==> config.mk <==
export PLATFORM = sky130hd
export DESIGN_NAME = crossing_barrier_driver
export DESIGN_NICKNAME = d
export VERILOG_FILES = /design/src/rtl/crossing_barrier_driver.sv
export SDC_FILE = /design/constraint.sdc
export NUM_CORES = 1
export LEC_CHECK = 0
export ABC_AREA = 0
export BUFFER_PORTS_ARGS = -buffer_cell sky130_fd_sc_hd__buf_2
export CAP_MARGIN = 20
export CORE_MARGIN = 5
export CORE_UTILIZATION = 30
export DETAILED_ROUTE_END_ITERATION = 16
export SLEW_MARGIN = 20
export SYNTH_ARGS = -nofsm -noshare
export SYNTH_HDL_FRONTEND = slang
export SYNTH_SLANG_ARGS = --single-unit
export TNS_END_PERCENT = 1
==> constraint.sdc <==
create_clock -name clk -period 2.2 [get_ports clk]
set_input_delay 0 -clock clk [delete_from_list [all_inputs] [get_ports clk]]
set_output_delay 0 -clock clk [all_outputs]
set_load 0.005 [all_outputs]
==> src/rtl/crossing_barrier_driver.sv <==
// Purpose : railway crossing actuator stage; sequences warning, barrier travel, lamp flashing, bell, latched fault.
// Latency : all outputs registered, one cycle from the sampling edge (decoded from the next state).
// Backpressure: none; requests and limit switches are sampled every cycle, a fault holds until reset.
// Ports   : clk/reset (sync, active-high); enable, gate, red_light requests; limit_up/limit_down switches;
//           lamp_l/lamp_r, bell, motor_dn/motor_up drives; barrier_down status; fault latch.
module crossing_barrier_driver #(
    parameter int WARN_CYC   = 8,
    parameter int FLASH_CYC  = 4,
    parameter int TRAVEL_MAX = 16
) (
    input  logic clk,
    input  logic reset,
    input  logic enable,
    input  logic gate,
    input  logic red_light,
    input  logic limit_up,
    input  logic limit_down,
    output logic lamp_l,
    output logic lamp_r,
    output logic bell,
    output logic motor_dn,
    output logic motor_up,
    output logic barrier_down,
    output logic fault
);

    localparam int PH_TOP = (WARN_CYC > TRAVEL_MAX) ? WARN_CYC : TRAVEL_MAX;
    localparam int PW     = $clog2(PH_TOP + 1);
    localparam int FW     = $clog2(FLASH_CYC + 1);

    localparam logic [PW-1:0] WARN_LAST   = PW'(WARN_CYC - 1);
    localparam logic [PW-1:0] TRAVEL_LAST = PW'(TRAVEL_MAX - 1);
    localparam logic [FW-1:0] FLASH_LAST  = FW'(FLASH_CYC - 1);

    typedef enum logic [2:0] {
        S_IDLE,
        S_WARN,
        S_LOWERING,
        S_DOWN,
        S_RAISING,
        S_FAULT
    } state_t;

    state_t          state;
    state_t          state_nxt;
    logic [PW-1:0]   phase_cnt;
    logic [PW-1:0]   phase_nxt;
    logic [FW-1:0]   flash_cnt;
    logic            both_limits;
    logic            warn_done;
    logic            travel_done;
    logic            lamps_act_nxt;

    assign both_limits = limit_up & limit_down;
    // Counter is cleared on state entry, so it reads N-1 on the Nth edge after entry.
    assign warn_done   = (phase_cnt == WARN_LAST);
    assign travel_done = (phase_cnt == TRAVEL_LAST);

    always_comb begin
        state_nxt = state;
        case (state)
            S_IDLE: begin
                if (enable && (gate || red_light)) state_nxt = S_WARN;
            end
            S_WARN: begin
                if (warn_done) begin
                    if (gate)           state_nxt = S_LOWERING;
                    else if (red_light) state_nxt = S_WARN;
                    else                state_nxt = S_IDLE;
                end else if (!gate && !red_light) begin
                    state_nxt = S_IDLE;
                end
            end
            S_LOWERING: begin
                if (limit_down)       state_nxt = S_DOWN;
                else if (!gate)       state_nxt = S_RAISING;
                else if (travel_done) state_nxt = S_FAULT;
            end
            S_DOWN: begin
                if (!gate) state_nxt = S_RAISING;
            end
            S_RAISING: begin
                if (limit_up)         state_nxt = S_IDLE;
                else if (gate)        state_nxt = S_LOWERING;
                else if (travel_done) state_nxt = S_FAULT;
            end
            S_FAULT: state_nxt = S_FAULT;
            default: state_nxt = S_IDLE;
        endcase
        // Mechanically impossible switch combination overrides everything.
        if (both_limits) state_nxt = S_FAULT;
    end

    always_comb begin
        phase_nxt = '0;
        if (state_nxt == state) begin
            case (state)
                // Saturate in WARN so a late gate request lowers on the very next edge.
                S_WARN:                phase_nxt = warn_done ? phase_cnt : phase_cnt + 1'b1;
                S_LOWERING, S_RAISING: phase_nxt = phase_cnt + 1'b1;
                default:               phase_nxt = '0;
            endcase
        end
    end

    // Lamps also stay lit in IDLE while the controller still asks for red,
    // so the flash rhythm is not restarted across a raise-then-rewarn.
    assign lamps_act_nxt = (state_nxt != S_IDLE) || (enable && red_light);

    always_ff @(posedge clk) begin
        if (reset) begin
            state        <= S_IDLE;
            phase_cnt    <= '0;
            flash_cnt    <= '0;
            lamp_l       <= 1'b0;
            lamp_r       <= 1'b0;
            bell         <= 1'b0;
            motor_dn     <= 1'b0;
            motor_up     <= 1'b0;
            barrier_down <= 1'b0;
            fault        <= 1'b0;
        end else begin
            state        <= state_nxt;
            phase_cnt    <= phase_nxt;
            bell         <= (state_nxt == S_WARN) || (state_nxt == S_LOWERING) ||
                            (state_nxt == S_RAISING) || (state_nxt == S_FAULT);
            motor_dn     <= (state_nxt == S_LOWERING);
            motor_up     <= (state_nxt == S_RAISING);
            barrier_down <= (state_nxt == S_DOWN);
            fault        <= (state_nxt == S_FAULT);

            if (!lamps_act_nxt) begin
                flash_cnt <= '0;
                lamp_l    <= 1'b0;
                lamp_r    <= 1'b0;
            end else if (!(lamp_l || lamp_r)) begin
                // Activation edge: left lamp always lights first.
                flash_cnt <= '0;
                lamp_l    <= 1'b1;
                lamp_r    <= 1'b0;
            end else if (flash_cnt == FLASH_LAST) begin
                flash_cnt <= '0;
                lamp_l    <= ~lamp_l;
                lamp_r    <= ~lamp_r;
            end else begin
                flash_cnt <= flash_cnt + 1'b1;
            end
        end
    end

endmodule

After elaboration in Yosys (flattened, before gate mapping)
Cells that the tools add are included.

cells by class
  add/sub/neg operators = 2
  equality and inequality tests = 16
  mux-type cells = 17
  bitwise logic cells = 6
  reductions and logical operators = 18

operators with widths
  kind                                            count
  two-way mux 3 bit                               10
  one-hot mux 3 bit (6 select lines)              1
  == test 3 x 2 -> 1 bit (second input constant)  5
  == test 3 bit (second input constant)           4
  one-hot mux 5 bit (2 select lines)              1
  == test 3 x 1 -> 1 bit (second input constant)  2
  logical OR 1 bit                                6
  OR reduction 2 bit                              3
  adder 5 x 1 -> 5 bit (second input constant)    1
  == test 5 x 3 -> 1 bit (second input constant)  1
  == test 5 x 4 -> 1 bit (second input constant)  1
  two-way mux 5 bit                               1
  NOT 1 bit                                       5
  OR reduction 4 bit                              1
  adder 3 x 1 -> 3 bit (second input constant)    1
  == test 3 bit                                   1
  logical AND 1 bit                               3
  logical NOT 3 bit                               1
  two-way mux 1 bit                               3
  nonzero test 3 bit                              1
  OR reduction 3 bit                              1
  logical NOT 1 bit                               2
  two-way mux 2 bit                               1
  != test 2 x 1 -> 1 bit (second input constant)  1
  2 further kinds                                 2

word-level totals
  bits in registers = 18
  bits of input ports = 7
  output and inout port bits = 7
  logic and storage cells = 69

Depth between registers and ports, before layout
Gate-level depths: netlist (run 1).

  depth after elaboration = 10
  mapped depth = 8
  mapped depth without buffers = 8

Least setup slack after synthesis (run 1)
OpenSTA, ideal clock, no wires.

  path type = register to register
  start = register phase_cnt[0]
  end = register phase_cnt[1]
  library setup time = 103 ps
  data arrival time = 2,003 ps
  required time = 2,097 ps
  path slack = 93 ps
  stages on the path, launching flop included = 8
  buffers on the path = 0
  period minus slack after synthesis = 2,107 ps
  path through = dfxtp_1 ha_1 and3_2 ha_1 a21oi_1 o211ai_2 or3_1 a2111oi_2

between the ends
  cells in the longest elaborated chain, start to end = 9
  elaborated cells between the ends (all ways) = 17
  those cells by class = add/sub (1); eq/ne (4); mux (10); bitwise (1); reduce/logical (1)

RTL lines
  item                                         line    text
  start: declaration                           46      logic [PW-1:0] phase_cnt;
  start signal: assignment                     124     phase_cnt <= phase_nxt;
  == test 5 x 4 -> 1 bit                       57      assign travel_done = (phase_cnt == TRAVEL_LAST);
  two-way mux 3 bit                            77, 85
  two-way mux 3 bit, on equally long branches  84, 76
  two-way mux 3 bit, on equally long branches  83, 75
  one-hot mux 3 bit (6 select lines)           61      case (state)
  two-way mux 3 bit                            91      if (both_limits) state_nxt = S_FAULT;
  == test 3 bit                                96      if (state_nxt == state) begin
  NOT 1 bit (no source line)                   -
  OR reduction 2 bit (no source line)          -

Several ways; a longest one is shown, not always the timed one. The select of a mux whose other input is x is not followed.
A chain may end at the register's enable or synchronous reset.

Worst setup path in the final report (run 1)
  start = register phase_cnt[1]
  end = register phase_cnt[2]

Same word-level chain as after synthesis.

==> flow_metrics.tcl, run 1 <==
set metrics [dict create \
    cts.sink_count 18 \
    synth_cells 138 \
    drt_first_iter_violations 112 \
    place_congestion 1.02 \
    worst_path_dominant_cell_family "simple AND/OR/NAND/NOR gates" \
    finalMaxSlewViolations 0 \
    remaining_drc_errors 0 \
    final.setup.worst_slack_ns 0.0333 \
    fin_hold_ws_ns 0.0748 \
    layout_min_cycle_time_ns 2.17 \
    cp.arrival_ns 2.36 \
    synth.ff_latch_count 18 \
    grt_start_max_net_pins 13 \
    synth-edff-count 0 \
    i_o_pins 14 \
    postLayoutCoreUtil_pct 37.7 \
    worst-path-buf-inv 0 \
    floorplan.die.width_um 71.3 \
    critPathLaunchType "flip-flop" \
    ant_diodes 0 \
    timing.critical_path.fanout_max 5 \
    final_hold_viol_count 0 \
    synth.yosys.seq_area_share_pct 31.9 \
    critical-path-slowest-cell "sky130_fd_sc_hd__or4_1" \
    clk_pin_slew_worst_paths_ns 0.07 \
    wire_per_inst_um 13.1 \
    ys.flop_type "sky130_fd_sc_hd__dfxtp_1" \
    unrepaired_setup_endpoints_after_global_routing "true" \
    regToRegStartpoint "phase_cnt[1]$_SDFFE_PP0P_" \
    global_route.usage.total_pct 10.7 \
    yosysTopAreaCellShare_pct 31.9 \
    slowest_delay_ns 0.54 \
    critPathKind "flip-flop to flip-flop" \
    power_density_nw_per_um2 565 \
    cts_tree "yes" \
    fp-row-count 22 \
    htree_num_levels 1 \
    final_common_cell "sky130_fd_sc_hd__dfxtp_1" \
    routed_wl_um 2650 \
    root_buffer "sky130_fd_sc_hd__clkbuf_8" \
    hold-path-cell-count 2 \
    core_area_um2 3660 \
    layout-drive-gt1-share_pct 27.1 \
    flow.area_growth_from_synthesis_pct 22.4 \
    die_height_um 71.3 \
    detailedPlacementHpwl_um 2030 \
    worst_skew_pair.late_latency_ns 0.25 \
    design.final.nets 167 \
    post-layout-total-power_mw 0.780 \
    timing.slew.headroom_pct 71.6 \
    synth_top_area_cell "sky130_fd_sc_hd__dfxtp_1" \
    crit_path_end_kind "flip-flop" \
    initial_utilization_pct 30.8 \
    static-leakage-power_nw 0.521 \
    cell_with_the_most_instances_on_the_worst_path "sky130_fd_sc_hd__ha_2" \
    tightest_slew_ns 0.420 \
    min_period_over_period_pct 98.5 \
    grt_first_pass_wirelength_um 4420 \
    dieArea_um2 5090 \
    postRouteAntennaNets 0 \
    placed_cells 200 \
    most_area_consuming_cells_after_synthesis "sky130_fd_sc_hd__dfxtp_1 32%, sky130_fd_sc_hd__a21oi_1 4.4%, sky130_fd_sc_hd__ha_1 4.4%, sky130_fd_sc_hd__inv_1 3.3%, sky130_fd_sc_hd__nand2_1 3.3%" \
    r2r_cells 8 \
    run_status "completed" \
    async_flop_share_pct 0 \
    tns_ns 0 \
    worst_hold_path_type "input port to flip-flop" \
    cts_buffer_depth 2 \
    syn_nets 149 \
    synth-warning-count 0 \
    worst_ir_drop_vdd_v 0.000341 \
    antenna_found_initial 0 \
    stdcell_count 203 \
    synth_area_per_cell_um2 8.18 \
    finClkSkew_ns 0.00340 \
    placed_cell_area_um2 1270 \
    port-buffer-count 13 \
    worst_setup_startpoint "phase_cnt[1]$_SDFFE_PP0P_" \
    synth.distinct_cells 45 \
    max-cap-violations 0 \
    max_clock_freq_mhz 462 \
    vias_per_cell 5.19 \
    place_ws_ns -0.0635 \
    num_vias 1054 \
    worstSetupPathDepth 8 \
    crit_chain "ha_2 -> and3_2 -> ha_2 -> or3b_4 -> o2111a_1 -> a21oi_4 -> or4_1 -> a21oi_2" \
    hold_start "reset" \
    post_synth_instance_area_um2 1130 \
    required_ns 2.39 \
    overflow 0 \
    final_cell_mix "17 x sky130_fd_sc_hd__dfxtp_1, 13 x sky130_fd_sc_hd__buf_2, 10 x sky130_fd_sc_hd__inv_1, 10 x sky130_fd_sc_hd__nor2_1, 10 x sky130_fd_sc_hd__nand2_1" \
    final_setup_violation_count 0 \
    detail_route.first_pass.iterations 4 \
    first_global_vias 1030 \
    postLayoutCellArea_um2 1380 \
    numCtsBuffers 3 \
]
## power breakdown
group | switching [mW] | internal, mW
clock | 0.104 | 0.159
combinational | 0.0965 | 0.0688
sequential | 0.0119 | 0.340
## cells by family after synthesis
family                     after synthesis  share of synthesized area (%)
muxes                                    1                          0.887
DFF                                     18                           31.9
and+or+nand+nor                         60                           30.6
adders and majority gates                4                           4.43
xor gates and xnor gates                 1                          0.776
buffers and inverters                   18                           7.43
AOI/OAI and AO/OA                       36                           23.9
## state kept, by name (all words and copies together), names as in the netlist
register and cells:
fault 1, state 3, motor_up 1, bell 1, motor_dn 1, lamp_l 1
barrier_down 1, lamp_r 1, flash_cnt 3, phase_cnt 5
## repair_timing
action / in CTS / in global routing
pin swaps: 0 / 3
resized for setup: 4 / 10
cloned: 0 / 0
endpoints found under the setup margin: 3 / 9
hold buffers: 0 / 0
buffers inserted: 0 / 0
## Yosys cell counts, types with 3 or more instances
cell,number
sky130_fd_sc_hd__a21oi_1,10
sky130_fd_sc_hd__buf_2,7
sky130_fd_sc_hd__dfxtp_1,18
sky130_fd_sc_hd__ha_1,4
sky130_fd_sc_hd__inv_1,10
sky130_fd_sc_hd__nand2_1,10
sky130_fd_sc_hd__nand2b_1,4
sky130_fd_sc_hd__nand3_1,4
sky130_fd_sc_hd__nand3b_1,3
sky130_fd_sc_hd__nor2_1,10
sky130_fd_sc_hd__nor2b_1,6
sky130_fd_sc_hd__nor3_1,5
sky130_fd_sc_hd__nor3b_1,3
sky130_fd_sc_hd__o21ai_0,6
sky130_fd_sc_hd__or3_1,3
## per-layer routing
layer | share of wire [%] | global-route usage, % | vias up
met4 | 2.1 | 6.05 | 0
met2 | 46 | 17.8 | 26
met1 | 46 | 12.0 | 480
li1 | - | - | 542
met3 | 5.8 | 3.37 | 6
met5 | 0 | 0 | -
## area by class of cell
type,count,area [um2]
fill,372,2280
multi-input combinational,102,742
sequential,18,362
timing repair buffer,21,125
tap,48,60.1
clock buffer,4,55.1
inverter,10,37.5
## final timing paths
kind                                                   to  slack (ns)
worst max register to register  phase_cnt[2]$_SDFFE_PP0P_        0.03
worst max-delay path            phase_cnt[2]$_SDFFE_PP0P_        0.03
worst min-delay path                  state[0]$_SDFF_PP0_        0.07
worst min register to register    flash_cnt[0]$_SDFF_PP0_        0.43
Note: power is estimated with default switching activity, not from simulation.
==> run 2, diff against run 1 <==
CORE_MARGIN = 8   (was 5)
SETUP_SLACK_MARGIN = 0.15   (was not set)
==> run 2 against run 1 <==
Cell count up 3.0%. Maximum frequency increased by 5.6%. Sequential power about the same. Global-route usage shrank 1.2 points. Worst setup slack improved by 0.12 ns. Via count is 6.4% higher. Sequential share of layout area decreased by 0.87 points. Non-clock buffer count rose by 6. First-iteration DRC count shrank 38%. Design area grew 4.5%. Power rose by 1.7%. Core utilization rose by 2.0 points. Critical endpoint unchanged. Highest routed layer unchanged.
==> flow_metrics.tcl, run 2 (synthesis gave the netlist of run 1 again) <==
set metrics [dict create \
    cts_tree "yes" \
    tightest_slew_ns 0.386 \
    fp-row-count 22 \
    global_route.usage.total_pct 9.49 \
    die_height_um 77.3 \
    timing.critical_path.fanout_max 6 \
    place_congestion 0.955 \
    timing.slew.headroom_pct 73.9 \
    numCtsBuffers 3 \
    largest_registers "phase_cnt: 5 flops, flash_cnt: 3 flops, state: 3 flops" \
    cp.arrival_ns 2.24 \
    worst_hold_path_type "input port to flip-flop" \
    clock_power_share_pct 33.3 \
    power_switching_share_pct 27.3 \
    fin_hold_ws_ns 0.0568 \
    worst_skew_pair.late_latency_ns 0.25 \
    stdcell_count 209 \
    num_vias 1121 \
    flow.area_growth_from_synthesis_pct 27.9 \
    finalMaxSlewViolations 0 \
    finClkSkew_ns 0.000770 \
    clk_pin_slew_worst_paths_ns 0.07 \
    max-cap-violations 0 \
    cts_buffer_depth 2 \
    ant_diodes 0 \
    postRouteAntennaNets 0 \
    detailedPlacementHpwl_um 2200 \
    layout-drive-gt1-share_pct 31.1 \
    design.final.nets 173 \
    drt_first_iter_violations 69 \
    required_ns 2.39 \
    initial_utilization_pct 31.1 \
    static-leakage-power_nw 0.555 \
    post-layout-total-power_mw 0.794 \
    max_clock_freq_mhz 488 \
    dieArea_um2 5980 \
    cell_internal_pwr_mw 0.577 \
    antenna_found_initial 0 \
    run_status "completed" \
    i_o_pins 14 \
    port-buffer-count 13 \
    critPathLaunchType "flip-flop" \
    critPathKind "flip-flop to flip-flop" \
    wire_per_inst_um 14.0 \
    final_setup_violation_count 0 \
    detail_route.first_pass.iterations 4 \
    grt_start_max_net_pins 14 \
    core_area_um2 3630 \
    power_density_nw_per_um2 550 \
    remaining_drc_errors 0 \
    routed_wl_um 2920 \
    largest_reg_flops 5 \
    min_period_over_period_pct 93.2 \
    floorplan.die.width_um 77.3 \
    worst_ir_drop_vdd_v 0.000309 \
    first_global_vias 1096 \
    overflow 0 \
    postLayoutCoreUtil_pct 39.7 \
    htree_num_levels 1 \
    share_comb_of_total_power_pct 22.5 \
    placed_cells 200 \
    grt_first_pass_wirelength_um 4750 \
    final_hold_viol_count 0 \
    p_seq_share_pct 44.2 \
    root_buffer "sky130_fd_sc_hd__clkbuf_8" \
    cts.sink_count 18 \
    final_cell_mix "14 x sky130_fd_sc_hd__dfxtp_1, 14 x sky130_fd_sc_hd__buf_4, 13 x sky130_fd_sc_hd__buf_2" \
    crit_path_end_kind "flip-flop" \
    vias_per_cell 5.36 \
    switching_power_mw 0.217 \
    unrepaired_setup_endpoints_after_global_routing "true" \
    registers.top_by_ff_count "phase_cnt" \
    layout_min_cycle_time_ns 2.05 \
]
[run 2: changes by cell type in the layout (fill, tap and decap cells not counted), moves of 2 or more]
cell                      delta
sky130_fd_sc_hd__dfxtp_1     -3
sky130_fd_sc_hd__ha_2        -2
sky130_fd_sc_hd__ha_4        +2
sky130_fd_sc_hd__buf_4       +6
sky130_fd_sc_hd__dfxtp_2     +3
[run 2: worst paths after layout]
path	from	end	slack, ns	cells after the start
setup / recovery	phase_cnt[1]$_SDFFE_PP0P_	phase_cnt[2]$_SDFFE_PP0P_	0.15	6
hold / removal	reset	phase_cnt[1]$_SDFFE_PP0P_	0.06	2
setup reg to reg	phase_cnt[1]$_SDFFE_PP0P_	phase_cnt[2]$_SDFFE_PP0P_	0.15	6
hold reg to reg	flash_cnt[0]$_SDFF_PP0_	flash_cnt[0]$_SDFF_PP0_	0.43	1
[run 2: per-layer routing]
| metal | global-route usage (%) | wire [um] | up-vias | share of wire (%) |
|---|---|---|---|---|
| li1 | - | - | 551 | - |
| met1 | 10.4 | 1320 | 538 | 45 |
| met2 | 16.6 | 1440 | 26 | 49 |
| met3 | 2.07 | 110 | 6 | 3.8 |
| met4 | 5.28 | 55 | 0 | 1.9 |
| met5 | 0 | 0 | - | 0 |
[run 2: stage by stage]
stage / instance area (um2) / TNS (ns) / worst slack, ns
3_3_place_gp: 1280 / -0.00855 / -0.00855
4_1_cts: 1390 / 0 / 0.113
5_1_grt: 1440 / 0 / 0.0847
6_report: 1440 / 0 / 0.149
3_5_place_dp: 1280 / -0.251 / -0.0786
2_1_floorplan: 1140 / 0 / 0.145
[run 2: timing repair]
action,4_1_cts,5_1_grt
endpoints found under the setup margin,12,11
hold buffers,0,0
buffers inserted,2,3
resized for setup,8,10
gates cloned,0,0
pin swaps,1,7
[run 2: power by group through the flow]
stage	registers [mW]	clock network (mW)	logic, mW
final	0.351	0.264	0.179
after global routing	0.353	0.287	0.195
after CTS	0.351	0.274	0.163
after detailed placement	0.357	0	0.156
after global placement	0.356	0	0.154
after floorplan	0.355	0	0.108
[run 2: critical path, stage by stage, from the launching register on]
cell and delay, ns:
sky130_fd_sc_hd__dfxtp_2 0.35, sky130_fd_sc_hd__ha_4 0.15, sky130_fd_sc_hd__and4bb_4 0.28, sky130_fd_sc_hd__a21oi_1 0.08, sky130_fd_sc_hd__or4b_1 0.50, sky130_fd_sc_hd__or4_4 0.52
sky130_fd_sc_hd__a21oi_2 0.10
[run 2: cell type report]
class                      instances  area, um2
timing repair buffer              27        170
sequential                        18        365
clock buffer                       4       55.1
fill                             396       2190
multi-input combinational        102        756
tap                               48       60.1
inverter                          10       37.5
